File: config.mk
export PLATFORM = sky130hd
export DESIGN_NAME = blake_msg_padder
export DESIGN_NICKNAME = d
export VERILOG_FILES = /design/src/rtl/blake_pkg.sv /design/src/rtl/blake_word_swap.sv /design/src/rtl/blake_msg_padder.sv
export SDC_FILE = /design/constraint.sdc
export NUM_CORES = 1
export LEC_CHECK = 0
export ABC_AREA = 1
export BUFFER_PORTS_ARGS = -buffer_cell sky130_fd_sc_hd__buf_4
export CAP_MARGIN = 5
export CORE_AREA = 2 2 425 427
export DETAILED_ROUTE_END_ITERATION = 8
export DIE_AREA = 0 0 427 429
export PLACE_DENSITY = 0.32
export SLEW_MARGIN = 20
export SYNTH_ARGS = -nofsm -noshare
export SYNTH_HDL_FRONTEND = slang
export SYNTH_SLANG_ARGS = --single-unit
File: constraint.sdc
create_clock -name clk -period 1.7 [get_ports clk]
set_clock_uncertainty 0.1 [all_clocks]
set_input_delay 0.255 -clock clk [delete_from_list [all_inputs] [get_ports clk]]
set_output_delay 0.255 -clock clk [all_outputs]
set_load 0.05 [all_outputs]
File: src/rtl/blake_pkg.sv
// Shared BLAKE-512 constants, state encoding and helpers for the loader and datapath.
package blake_pkg;

  localparam int unsigned WWIDTH        = 64;
  localparam int unsigned MSG_WORDS_DEF = 10;
  localparam int unsigned BLK_WORDS     = 16;
  localparam int unsigned PAD_LO_IDX    = 13;
  localparam int unsigned LEN_IDX       = 15;

  localparam logic [63:0] PAD_ONE_HI = 64'h8000_0000_0000_0000;
  localparam logic [63:0] PAD_ONE_LO = 64'h0000_0000_0000_0001;

  // Chaining-value initialisation for BLAKE-512
  localparam logic [7:0][63:0] IV512 = {
    64'h5BE0CD19137E2179, 64'h1F83D9ABFB41BD6B,
    64'h9B05688C2B3E6C1F, 64'h510E527FADE682D1,
    64'hA54FF53A5F1D36F1, 64'h3C6EF372FE94F82B,
    64'hBB67AE8584CAA73B, 64'h6A09E667F3BCC908
  };

  // Round constants (digits of pi), index 0 in the low slot
  localparam logic [15:0][63:0] CB = {
    64'h636920D871574E69, 64'h0801F2E2858EFC16,
    64'h24A19947B3916CF7, 64'hBA7C9045F12C7F99,
    64'hB8E1AFED6A267E96, 64'h2FFD72DBD01ADFB7,
    64'hD1310BA698DFB5AC, 64'h9216D5D98979FB1B,
    64'h3F84D5B5B5470917, 64'hC0AC29B7C97C50DD,
    64'hBE5466CF34E90C6C, 64'h452821E638D01377,
    64'h082EFA98EC4E6C89, 64'hA4093822299F31D0,
    64'h13198A2E03707344, 64'h243F6A8885A308D3
  };

  typedef enum logic {
    FILL = 1'b0,
    OUT  = 1'b1
  } pad_state_e;

  function automatic logic [63:0] msg_len_bits(input int unsigned n_words);
    return 64'(n_words) * 64'(WWIDTH);
  endfunction

endpackage

File: src/rtl/blake_word_swap.sv
// Combinational 64-bit byte reverser for little-endian word sources.
module blake_word_swap (
  input  logic [63:0] din,
  output logic [63:0] dout_c
);

  for (genvar b = 0; b < 8; b++) begin : g_byte
    assign dout_c[b*8 +: 8] = din[(7-b)*8 +: 8];
  end

endmodule

File: src/rtl/blake_msg_padder.sv
// Assembles MSG_WORDS 64-bit words into one padded BLAKE-512 block.
// BLAKE_LE_INPUT_EN: byte-reverse every incoming message word before storage.
module blake_msg_padder #(
  parameter int unsigned WWIDTH    = 64,
  parameter int unsigned MSG_WORDS = blake_pkg::MSG_WORDS_DEF
) (
  input  logic                                    clk,
  input  logic                                    rstb,
  input  logic                                    s_valid,
  output logic                                    s_ready,
  input  logic [WWIDTH-1:0]                       s_data,
  input  logic                                    s_last,
  output logic                                    blk_valid,
  input  logic                                    blk_ready,
  output logic [blake_pkg::BLK_WORDS*WWIDTH-1:0]  padded_block,
  output logic                                    frame_err
);

  import blake_pkg::*;

  localparam logic [3:0] LAST_IDX = 4'(MSG_WORDS - 1);

  pad_state_e        state_q, state_d;
  logic [3:0]        cnt_q, cnt_d;
  logic              err_d;
  logic              accept;
  logic              wr_en;
  logic              finish;
  logic [WWIDTH-1:0] word_in;

`ifdef BLAKE_LE_INPUT_EN
  blake_word_swap u_swap (
    .din    (s_data),
    .dout_c (word_in)
  );
`else
  assign word_in = s_data;
`endif

  function automatic logic [WWIDTH-1:0] pad_word(input int unsigned idx);
    if (idx == MSG_WORDS)       return PAD_ONE_HI;
    else if (idx == PAD_LO_IDX) return PAD_ONE_LO;
    else if (idx == LEN_IDX)    return msg_len_bits(MSG_WORDS);
    else                        return '0;
  endfunction

  always_ff @(posedge clk or negedge rstb) begin
    if (!rstb) begin
      state_q   <= FILL;
      cnt_q     <= '0;
      frame_err <= 1'b0;
      s_ready   <= 1'b0;
      blk_valid <= 1'b0;
    end else begin
      state_q   <= state_d;
      cnt_q     <= cnt_d;
      frame_err <= err_d;
      s_ready   <= (state_d == FILL);
      blk_valid <= (state_d == OUT);
    end
  end

  // Framing: early s_last drops the partial frame; missing s_last still emits the block
  always_comb begin
    state_d = state_q;
    cnt_d   = cnt_q;
    err_d   = frame_err;
    accept  = s_valid & s_ready;
    wr_en   = 1'b0;
    finish  = 1'b0;
    case (state_q)
      FILL: begin
        if (accept) begin
          if (cnt_q == LAST_IDX) begin
            wr_en   = 1'b1;
            finish  = 1'b1;
            state_d = OUT;
            cnt_d   = '0;
            if (!s_last) err_d = 1'b1;
          end else if (s_last) begin
            cnt_d = '0;
            err_d = 1'b1;
          end else begin
            wr_en = 1'b1;
            cnt_d = 4'(cnt_q + 4'd1);
          end
        end
      end
      OUT: begin
        if (blk_valid && blk_ready) state_d = FILL;
      end
      default: state_d = FILL;
    endcase
  end

  // Block register file: message words at cnt, padding words on the closing edge
  always_ff @(posedge clk or negedge rstb) begin
    if (!rstb) begin
      padded_block <= '0;
    end else begin
      for (int unsigned i = 0; i < BLK_WORDS; i++) begin
        if (i < MSG_WORDS) begin
          if (wr_en && (cnt_q == 4'(i)))
            padded_block[(BLK_WORDS-1-i)*WWIDTH +: WWIDTH] <= word_in;
        end else if (finish) begin
          padded_block[(BLK_WORDS-1-i)*WWIDTH +: WWIDTH] <= pad_word(i);
        end
      end
    end
  end

endmodule

# Yosys cells after proc, flatten, opt, wreduce, memory -nomap -nowiden

Index checks and enable logic that the tools add are counted.

$add $sub $neg: 1
Equal/unequal tests: 10
Mux-type cells: 14
Bitwise gates (word level): 3
Reductions and logical operators: 15

Operators by type and width:

| cell                                                                   | count |
|---|---|
| 4-bit by 3-bit equality test with 1-bit output (second input constant) | 4 |
| 1-bit logical AND                                                      | 11 |
| 1-bit 2-to-1 mux                                                       | 11 |
| 4-bit by 2-bit equality test with 1-bit output (second input constant) | 2 |
| 4-bit equality test (second input constant)                            | 2 |
| 4-bit 2-to-1 mux                                                       | 2 |
| 4-bit by 1-bit adder with 4-bit output (second input constant)         | 1 |
| 4-bit by 1-bit equality test with 1-bit output (second input constant) | 1 |
| 4-bit zero test                                                        | 1 |
| 4-bit AND reduction                                                    | 1 |
| 2-bit != test (second input constant)                                  | 1 |
| 1-bit inverter                                                         | 2 |
| 1-bit one-hot mux with 2 select lines                                  | 1 |
| 2-bit AND reduction                                                    | 1 |
| 2-bit nonzero test                                                     | 1 |
| 1-bit bitwise AND                                                      | 1 |

Register bits after elaboration: 648
Bits of input ports: 69
Output and inout port bits: 1,027
Logic and storage cells: 58

# Logic depth before layout (Yosys ltp)

Gate-level depths: netlist of run 1.

Depth after elaboration: 5
Gate-level depth with buffers: 9
Mapped depth without buffers: 7

# Worst setup path before layout of run 1

No wires, ideal clock.

Path type: reg-to-reg
Start: reg s_ready
End: reg padded_block[607] (netlist bit)
Library setup time: 67 ps
Arrival: 1,651 ps
Required time: 1,533 ps
Slack: -118 ps
Cell stages (with the launch flop): 8
Buffers on the path: 3
Clock period less this slack: 1,818 ps
Cells stage by stage: dfrtp_1 > nand2_1 > nor2_4 > buf_6 > buf_2 > buf_2 > nand4_1 > nand2_1

Cells in the longest elaborated chain, start to end: 4

Ends and longest elaborated chain:

| element                       | RTL line                | source |
|---|---|---|
| start, declared               | blake_msg_padder.sv:10  | `output logic s_ready,` |
| start signal, assigned        | blake_msg_padder.sv:58  | `s_ready <= (state_d == FILL);` |
| 1-bit bitwise AND             | blake_msg_padder.sv:68  | `accept = s_valid & s_ready;` |
| 1-bit 2-to-1 mux              | blake_msg_padder.sv:73  | `if (accept) begin` |
| 1-bit 2-to-1 mux              | blake_msg_padder.sv:71  | `case (state_q)` |
| 1-bit logical AND             | blake_msg_padder.sv:103 | `if (wr_en && (cnt_q == 4'(i)))` |
| end signal, assigned by index | blake_msg_padder.sv:104 | `padded_block[(BLK_WORDS-1-i)*WWIDTH +: WWIDTH] <= word_in;` |
| end signal, assigned by index | blake_msg_padder.sv:106 | `padded_block[(BLK_WORDS-1-i)*WWIDTH +: WWIDTH] <= pad_word(i);` |
| end, declared                 | blake_msg_padder.sv:15  | `output logic [blake_pkg::BLK_WORDS*WWIDTH-1:0] padded_block,` |

Every way passes these cells.
A chain may end at the register's enable or synchronous reset.

# Final worst setup path of run 1

Start: reg state_q
End: reg padded_block[490] (netlist bit)

Cells in the longest elaborated chain, start to end: 2

Ends and longest elaborated chain:

| element                | RTL line                | source |
|---|---|---|
| start, declared        | blake_msg_padder.sv:23  | `pad_state_e state_q, state_d;` |
| start signal, assigned | blake_msg_padder.sv:55  | `state_q <= state_d;` |
| 1-bit 2-to-1 mux       | blake_msg_padder.sv:71  |  |
| 1-bit logical AND      | blake_msg_padder.sv:103 |  |

Every way passes these cells.

==> results of run 1 <==
==> state kept, by name (all words and copies together), names as in the netlist <==
| name | count |
|---|---|
| frame_err | 1 |
| s_ready | 1 |
| state_q | 1 |
| padded_block | 641 |
| cnt_q | 4 |
==> worst max-delay path by stage <==
stage	from	end	slack [ns]	depth (start not counted)
CTS	state_q	blk_valid	-0.15	2
finish	state_q	padded_block[490]	-0.17	10
global placement	cnt_q[1]	padded_block[910]	-0.26	8
global route	state_q	padded_block[494]	-0.25	10
floorplan	cnt_q[1]	padded_block[397]	0.01	9
detailed placement	cnt_q[1]	padded_block[954]	-0.28	8
==> report_power, final <==
part / total [mW] / switching, mW / internal (mW)
clock network: 18.4 / 7.72 / 10.7
registers: 22.6 / 2.89 / 19.7
logic: 33.9 / 25.2 / 8.78
total: 74.9 / 35.8 / 39.1
==> kinds of logic after synthesis <==
logic type / Yosys count / share of synthesized area
compound gates: 5 / 0.000941
xor+xnor: 1 / 0.000299
other cells: 1 / 0.000128
buf+inv: 660 / 0.156
simple gates: 1967 / 0.286
fa+ha+maj: 4 / 0.00171
flops: 648 / 0.554
==> metal layers <==
| layer | track usage | vias up |
|---|---|---|
| met3 | 0.0315 | 194 |
| met2 | 0.277 | 834 |
| met4 | 0.0640 | 0 |
| li1 | - | 11529 |
| met1 | 0.184 | 12544 |
| met5 | 0 | - |
==> stage by stage <==
stage               TNS (ns)  cell area, um^2  cells  hold slack [ns]  setup WS [ns]
floorplan                  0            30700   3665           -0.141        0.00969
global placement      -54.20            37000   6265           0.0344         -0.257
detailed placement    -61.62            37000   6265           0.0337         -0.276
CTS                   -72.87            41500   6525            0.128         -0.149
global route         -119.46            43600   6607            0.150         -0.251
finish                -51.74            43700   6608            0.174         -0.174
==> cells in the final DEF (no fill, tap or decap), drive strengths merged <==
master / n
a21oi: 1
buf: 965
bufbuf: 4
bufinv: 3
clkbuf: 172
clkinv: 10
clkinvlp: 3
conb: 380
dfrtp: 648
diode: 2
dlygate4sd3: 69
ha: 4
inv: 19
nand2: 1617
nand3: 12
nand4: 323
nor2: 15
o21ai: 3
o21bai: 1
or2: 1
xor2: 1
==> worst reg2reg max path, cell delays in order (launching register included) <==
cell,delay (ns)
dfrtp_1,0.39
buf_4,0.15
nor2_4,0.17
buf_12,0.15
buf_12,0.10
buf_4,0.11
nand3_4,0.09
buf_12,0.19
clkbuf_16,0.19
nand2_1,0.06
nand2_1,0.05
==> repair_timing <==
item / in CTS / in global routing
hold buffers: 69 / 0
setup buffers: 29 / 32
hold endpoints to repair: 1294 / 0
setup endpoints to repair: 1287 / 1268
pin swaps: 19 / 33
cloned: 13 / 51
gates resized for setup: 73 / 188
==> area by class of cell <==
type	instances	area share
diodes	2	0.000115
clock buffers	129	0.0576
clock inverters	21	0.00593
inverters	14	0.00158
multi-input cells	2358	0.238
flip-flops and latches	648	0.372
well taps	2355	0.0675
repair buffers	1081	0.257
==> flow_metrics.py, run 1 <==
metrics = {
    "setup_path": {
        "slowest_stage": "dfrtp_1",
        "rrSetupSlack_ns": -0.17,
        "cp.arrival_ns": 2.36,
        "path_delay_family": "buffers and inverters",
        "path_max_fanout": 10,
        "required_ns": 2.19,
        "rr_endpoint": "padded_block[490]",
        "cp_common_cell": "buf_12",
        "cp_slowest_stage_delay_ns": 0.39,
        "critPathBufInv": 6,
        "reg2regPathDepth": 10,
        "rr_startpoint": "state_q",
        "worstSetupPathType": "flip-flop to flip-flop",
        "crit_chain": "buf_4, nor2_4, buf_12, buf_12, buf_4, nand3_4, buf_12, clkbuf_16, nand2_1, nand2_1",
        "end_kind": "flip-flop",
        "cp-start-kind": "flip-flop",
    },
    "floorplan": {
        "die_x_um": 427,
        "core_area_um2": 178000,
        "die-area_um2": 183000,
        "num_io_pins": 1096,
        "die_h_um": 429,
        "initial_utilization": 0.164,
        "std_cell_rows": 155,
    },
    "routing": {
        "via_per_inst": 3.80,
        "highest_layer": "met4",
        "ant_nets": 0,
        "met2_length_um": 82500,
        "vias": 25101,
        "dr.pass1.iters": 5,
        "met1_length_um": 65300,
        "wl_per_cell_um": 24.6,
        "routed_wl_um": 162000,
        "dr_wl_met3_um": 7990,
        "drc": 0,
        "drt_iter0_markers": 1662,
    },
    "synth": {
        "synth_commonest_cells": "1613 x nand2_1, 648 x dfrtp_1, 390 x buf_4",
        "yosysMostFrequentCell": "nand2_1",
        "avgSynthCellArea_um2": 8.90,
        "synth.distinct_cells": 25,
        "syn_inst": 3286,
        "ys_async_sr_fraction": 1.00,
        "yosysWarnings": 0,
        "syn_area_um2": 29300,
        "ys_ff_latch": 648,
        "yosys.area.top_type": "dfrtp_1",
        "ys.flop_type": "dfrtp_1",
        "synth-edff-count": 0,
        "ys_seq_area_frac": 0.554,
        "synth.area.top_cells": "dfrtp_1 55%, nand2_1 21%, buf_4 10%",
        "synth.top_cell.area_share": 0.554,
    },
    "global_route": {
        "grt_use_total": 0.157,
        "grt_pass1_vias": 24013,
        "grt_max_degree": 81,
        "grt_pass1_wl_um": 202000,
        "grt.overflow.total": 0,
        "antenna_found_initial": 4,
    },
    "clock_tree": {
        "clk_root_buffer_cell": "clkbuf_16",
        "cts_buffers": 87,
        "clock-sinks": 648,
        "clk_path_buf_depth": 3,
        "htreeDepth": 3,
        "clock_latency_ns": 0.72,
        "cts_tree": "built",
        "cts.reportedPaths.clkPinSlew_ns": 0.06,
    },
    "layout": {
        "multiInputGateArea_um2": 10400,
        "nFillCells": 19329,
        "final_layout_size_suffix_gt1_frac": 0.303,
        "ff_latch_area_um2": 16200,
        "nets": 4263,
        "syn2layout_area_growth_pct": 49.2,
        "final_core_util": 0.245,
    },
    "min_path": {
        "min_path_type": "primary input to asynchronous set/reset pin",
    },
    "place": {
        "globalplace.congestion": 0.735,
        "portBuffers": 715,
        "dpl.hpwl_um": 102000,
    },
    "timing": {
        "hold_viol": 0,
        "setup_ws_ns": -0.174,
        "rsz0062_at_grt": "true",
        "setup_viol": 608,
        "worstMarginPinSlew_ns": 0.586,
        "finalMaxSlewViolations": 0,
        "post-route-period-util": 1.10,
        "fmax_ghz": 0.534,
        "maxSlewHeadroom": 0.610,
        "fin_crit_ns": 1.87,
    },
    "outcome": {
        "outcome": "finished with violations",
        "failed_checks": "negative setup slack",
    },
    "pwr": {
        "power.total_mw": 74.9,
        "p_per_area_nw_per_um2": 1720,
        "ir_drop_v": 0.000950,
        "leakagePower_nw": 23.4,
    },
    "job": {
        "drv_cap": 0,
    },
}
Power figures use the tool's default switching activity.
==> inputs of run 2 (changes only) <==
--- a/config.mk
+++ b/config.mk
@@ -7,11 +7,11 @@
 export LEC_CHECK = 0
 export ABC_AREA = 1
 export BUFFER_PORTS_ARGS = -buffer_cell sky130_fd_sc_hd__buf_4
-export CAP_MARGIN = 5
+export CAP_MARGIN = 30
 export CORE_AREA = 2 2 425 427
 export DETAILED_ROUTE_END_ITERATION = 8
 export DIE_AREA = 0 0 427 429
-export PLACE_DENSITY = 0.32
+export PLACE_DENSITY = 0.31
 export SLEW_MARGIN = 20
 export SYNTH_ARGS = -nofsm -noshare
 export SYNTH_HDL_FRONTEND = slang
==> constraint.sdc (replaced) <==
create_clock -name clk -period 1.9 [get_ports clk]
set_clock_uncertainty 0.1 [all_clocks]
set_input_delay 0.285 -clock clk [delete_from_list [all_inputs] [get_ports clk]]
set_output_delay 0.285 -clock clk [all_outputs]
set_load 0.1 [all_outputs]
==> flow_metrics.py, run 2 (same netlist as run 1, synthesis figures left out) <==
metrics = {
    "layout": {
        "layout_common_cells": "1613 x nand2_1, 750 x buf_4, 644 x dfrtp_1",
        "largestRegisters": "padded_block (641), cnt_q (4)",
        "regMostFlops": "padded_block",
        "nFillCells": 19567,
        "final_core_util": 0.227,
        "nets": 4100,
        "final_common_cell": "nand2_1",
        "syn2layout_area_growth_pct": 37.9,
        "final_layout_size_suffix_gt1_frac": 0.251,
        "largest_reg_flops": 641,
    },
    "global_route": {
        "grt_max_degree": 93,
        "grt_pass1_wl_um": 198000,
        "grt_use_total": 0.153,
        "antenna_found_initial": 2,
        "grt_pass1_vias": 23588,
        "grt.overflow.total": 0,
    },
    "routing": {
        "dr.pass1.iters": 5,
        "via_per_inst": 3.70,
        "drc": 0,
        "vias": 23921,
        "wl_per_cell_um": 22.4,
        "ant_nets": 0,
        "drt_iter0_markers": 1318,
        "routed_wl_um": 145000,
    },
    "floorplan": {
        "core_area_um2": 178000,
        "die_x_um": 427,
        "std_cell_rows": 155,
        "die_h_um": 429,
        "die-area_um2": 183000,
        "num_io_pins": 1096,
        "initial_utilization": 0.164,
    },
    "clock_tree": {
        "cts_tree": "built",
        "htreeDepth": 3,
        "clk_path_buf_depth": 3,
        "cts_buffers": 87,
        "clock_latency_ns": 0.71,
        "cts.reportedPaths.clkPinSlew_ns": 0.06,
        "clk_root_buffer_cell": "clkbuf_16",
        "clock-sinks": 648,
    },
    "timing": {
        "finalMaxSlewViolations": 0,
        "maxSlewHeadroom": 0.610,
        "hold_viol": 0,
        "fin_crit_ns": 1.85,
        "setup_viol": 0,
        "worstMarginPinSlew_ns": 0.585,
        "fmax_ghz": 0.540,
        "rsz0062_at_grt": "true",
        "post-route-period-util": 0.975,
    },
    "pwr": {
        "comb_power_share": 0.550,
        "clockPowerShare": 0.209,
        "leakagePower_nw": 21.9,
        "power.total_mw": 82.7,
        "p_per_area_nw_per_um2": 2050,
        "swShare": 0.579,
        "internal_power_mw": 34.8,
        "ir_drop_v": 0.00115,
        "p_sw_mw": 47.9,
        "share_seq_of_total_power": 0.241,
    },
    "setup_path": {
        "critPathBufInv": 1,
        "cp-start-kind": "flip-flop",
        "cp.arrival_ns": 1.47,
        "end_kind": "output pin",
        "path_delay_family": "flip-flops",
        "cp_slowest_stage_delay_ns": 0.43,
        "slowest_stage": "dfrtp_1",
        "required_ns": 1.51,
        "path_max_fanout": 5,
        "worstSetupPathType": "flip-flop to output pin",
        "crit_chain": "buf_4",
    },
    "outcome": {
        "outcome": "complete, no violations",
    },
    "place": {
        "dpl.hpwl_um": 99800,
        "portBuffers": 715,
        "globalplace.congestion": 0.738,
    },
    "min_path": {
        "min_path_type": "primary input to asynchronous set/reset pin",
    },
    "job": {
        "drv_cap": 0,
    },
}
## run 2: cell types whose count changed in the layout (fill, tap and decap cells not counted), sizes merged
cell      delta
inv          +2
bufbuf       -4
clkbuf      -38
clkinvlp     -3
diode        +4
clkinv       +6
bufinv       +3
buf        -119
## run 2: routing by layer
metal  track usage  part of all wire  vias to the layer above
met4        0.0515             0.033                        0
li1              -                 -                    11179
met1         0.186              0.42                    11854
met5             0                 0                        -
met2         0.265              0.50                      722
met3        0.0310             0.047                      166
## run 2: power by group through the flow
stage | clock [mW] | combinational (mW) | sequential, mW
after floorplan | 0 | 7.89 | 47.4
after global placement | 0 | 45.7 | 20.1
after detailed placement | 0 | 45.8 | 20.1
after CTS | 17.9 | 45.9 | 20.0
after global routing | 18.4 | 46.9 | 20.4
final | 17.3 | 45.5 | 19.9
## run 2: worst register-to-register path: cells and delay by family, from the launching register on
family        cells  cell delay [ns]
buf+inv           2             0.32
flops             1             0.39
simple gates      5             0.85
## run 2: final timing paths
| path | start | cells past startpoint | slack [ns] | to |
|---|---|---|---|---|
| hold reg to reg | padded_block[755] | 2 | 0.37 | padded_block[755] |
| hold / removal | rstb | 3 | 0.15 | padded_block[486] |
| max in group asynchronous | rstb | 3 | 0.76 | padded_block[533] |
| setup / recovery | padded_block[7] | 1 | 0.05 | padded_block[9] |
| min in group clk | blk_ready | 3 | 0.24 | state_q |
| setup reg to reg | cnt_q[3] | 7 | 0.13 | padded_block[959] |
## run 2: area by class of cell
| cell class | instances | area [um^2] | area share |
|---|---|---|---|
| clock buffers | 131 | 2600 | 0.0645 |
| repair buffers | 918 | 8180 | 0.203 |
| clock inverters | 29 | 337 | 0.00834 |
| multi-input cells | 2358 | 9980 | 0.247 |
| well taps | 2355 | 2950 | 0.0731 |
| inverters | 14 | 55.1 | 0.00136 |
| diodes | 6 | 15.0 | 0.000372 |
| flip-flops and latches | 648 | 16200 | 0.402 |
## run 2: through the flow
stage	setup slack (ns)	cell area [um^2]	TNS (ns)	hold WS, ns	instances
after floorplan	0.0320	30700	0	-0.111	3665
after global placement	0.0493	36400	0	0.0589	6216
after detailed placement	0.0461	36400	0	0.0594	6216
after CTS	-0.000659	40100	-0.000788	0.0141	6444
after global routing	-0.0321	40300	-0.0958	0.128	6453
final	0.0468	40300	0	0.151	6459
## run 2: timing repair
item	CTS	global route
pin swaps	0	4
endpoints found under the setup margin	17	340
hold buffers	68	1
hold endpoints to repair	1295	1
resized for setup	16	15
cloned	0	4
setup buffers	0	4
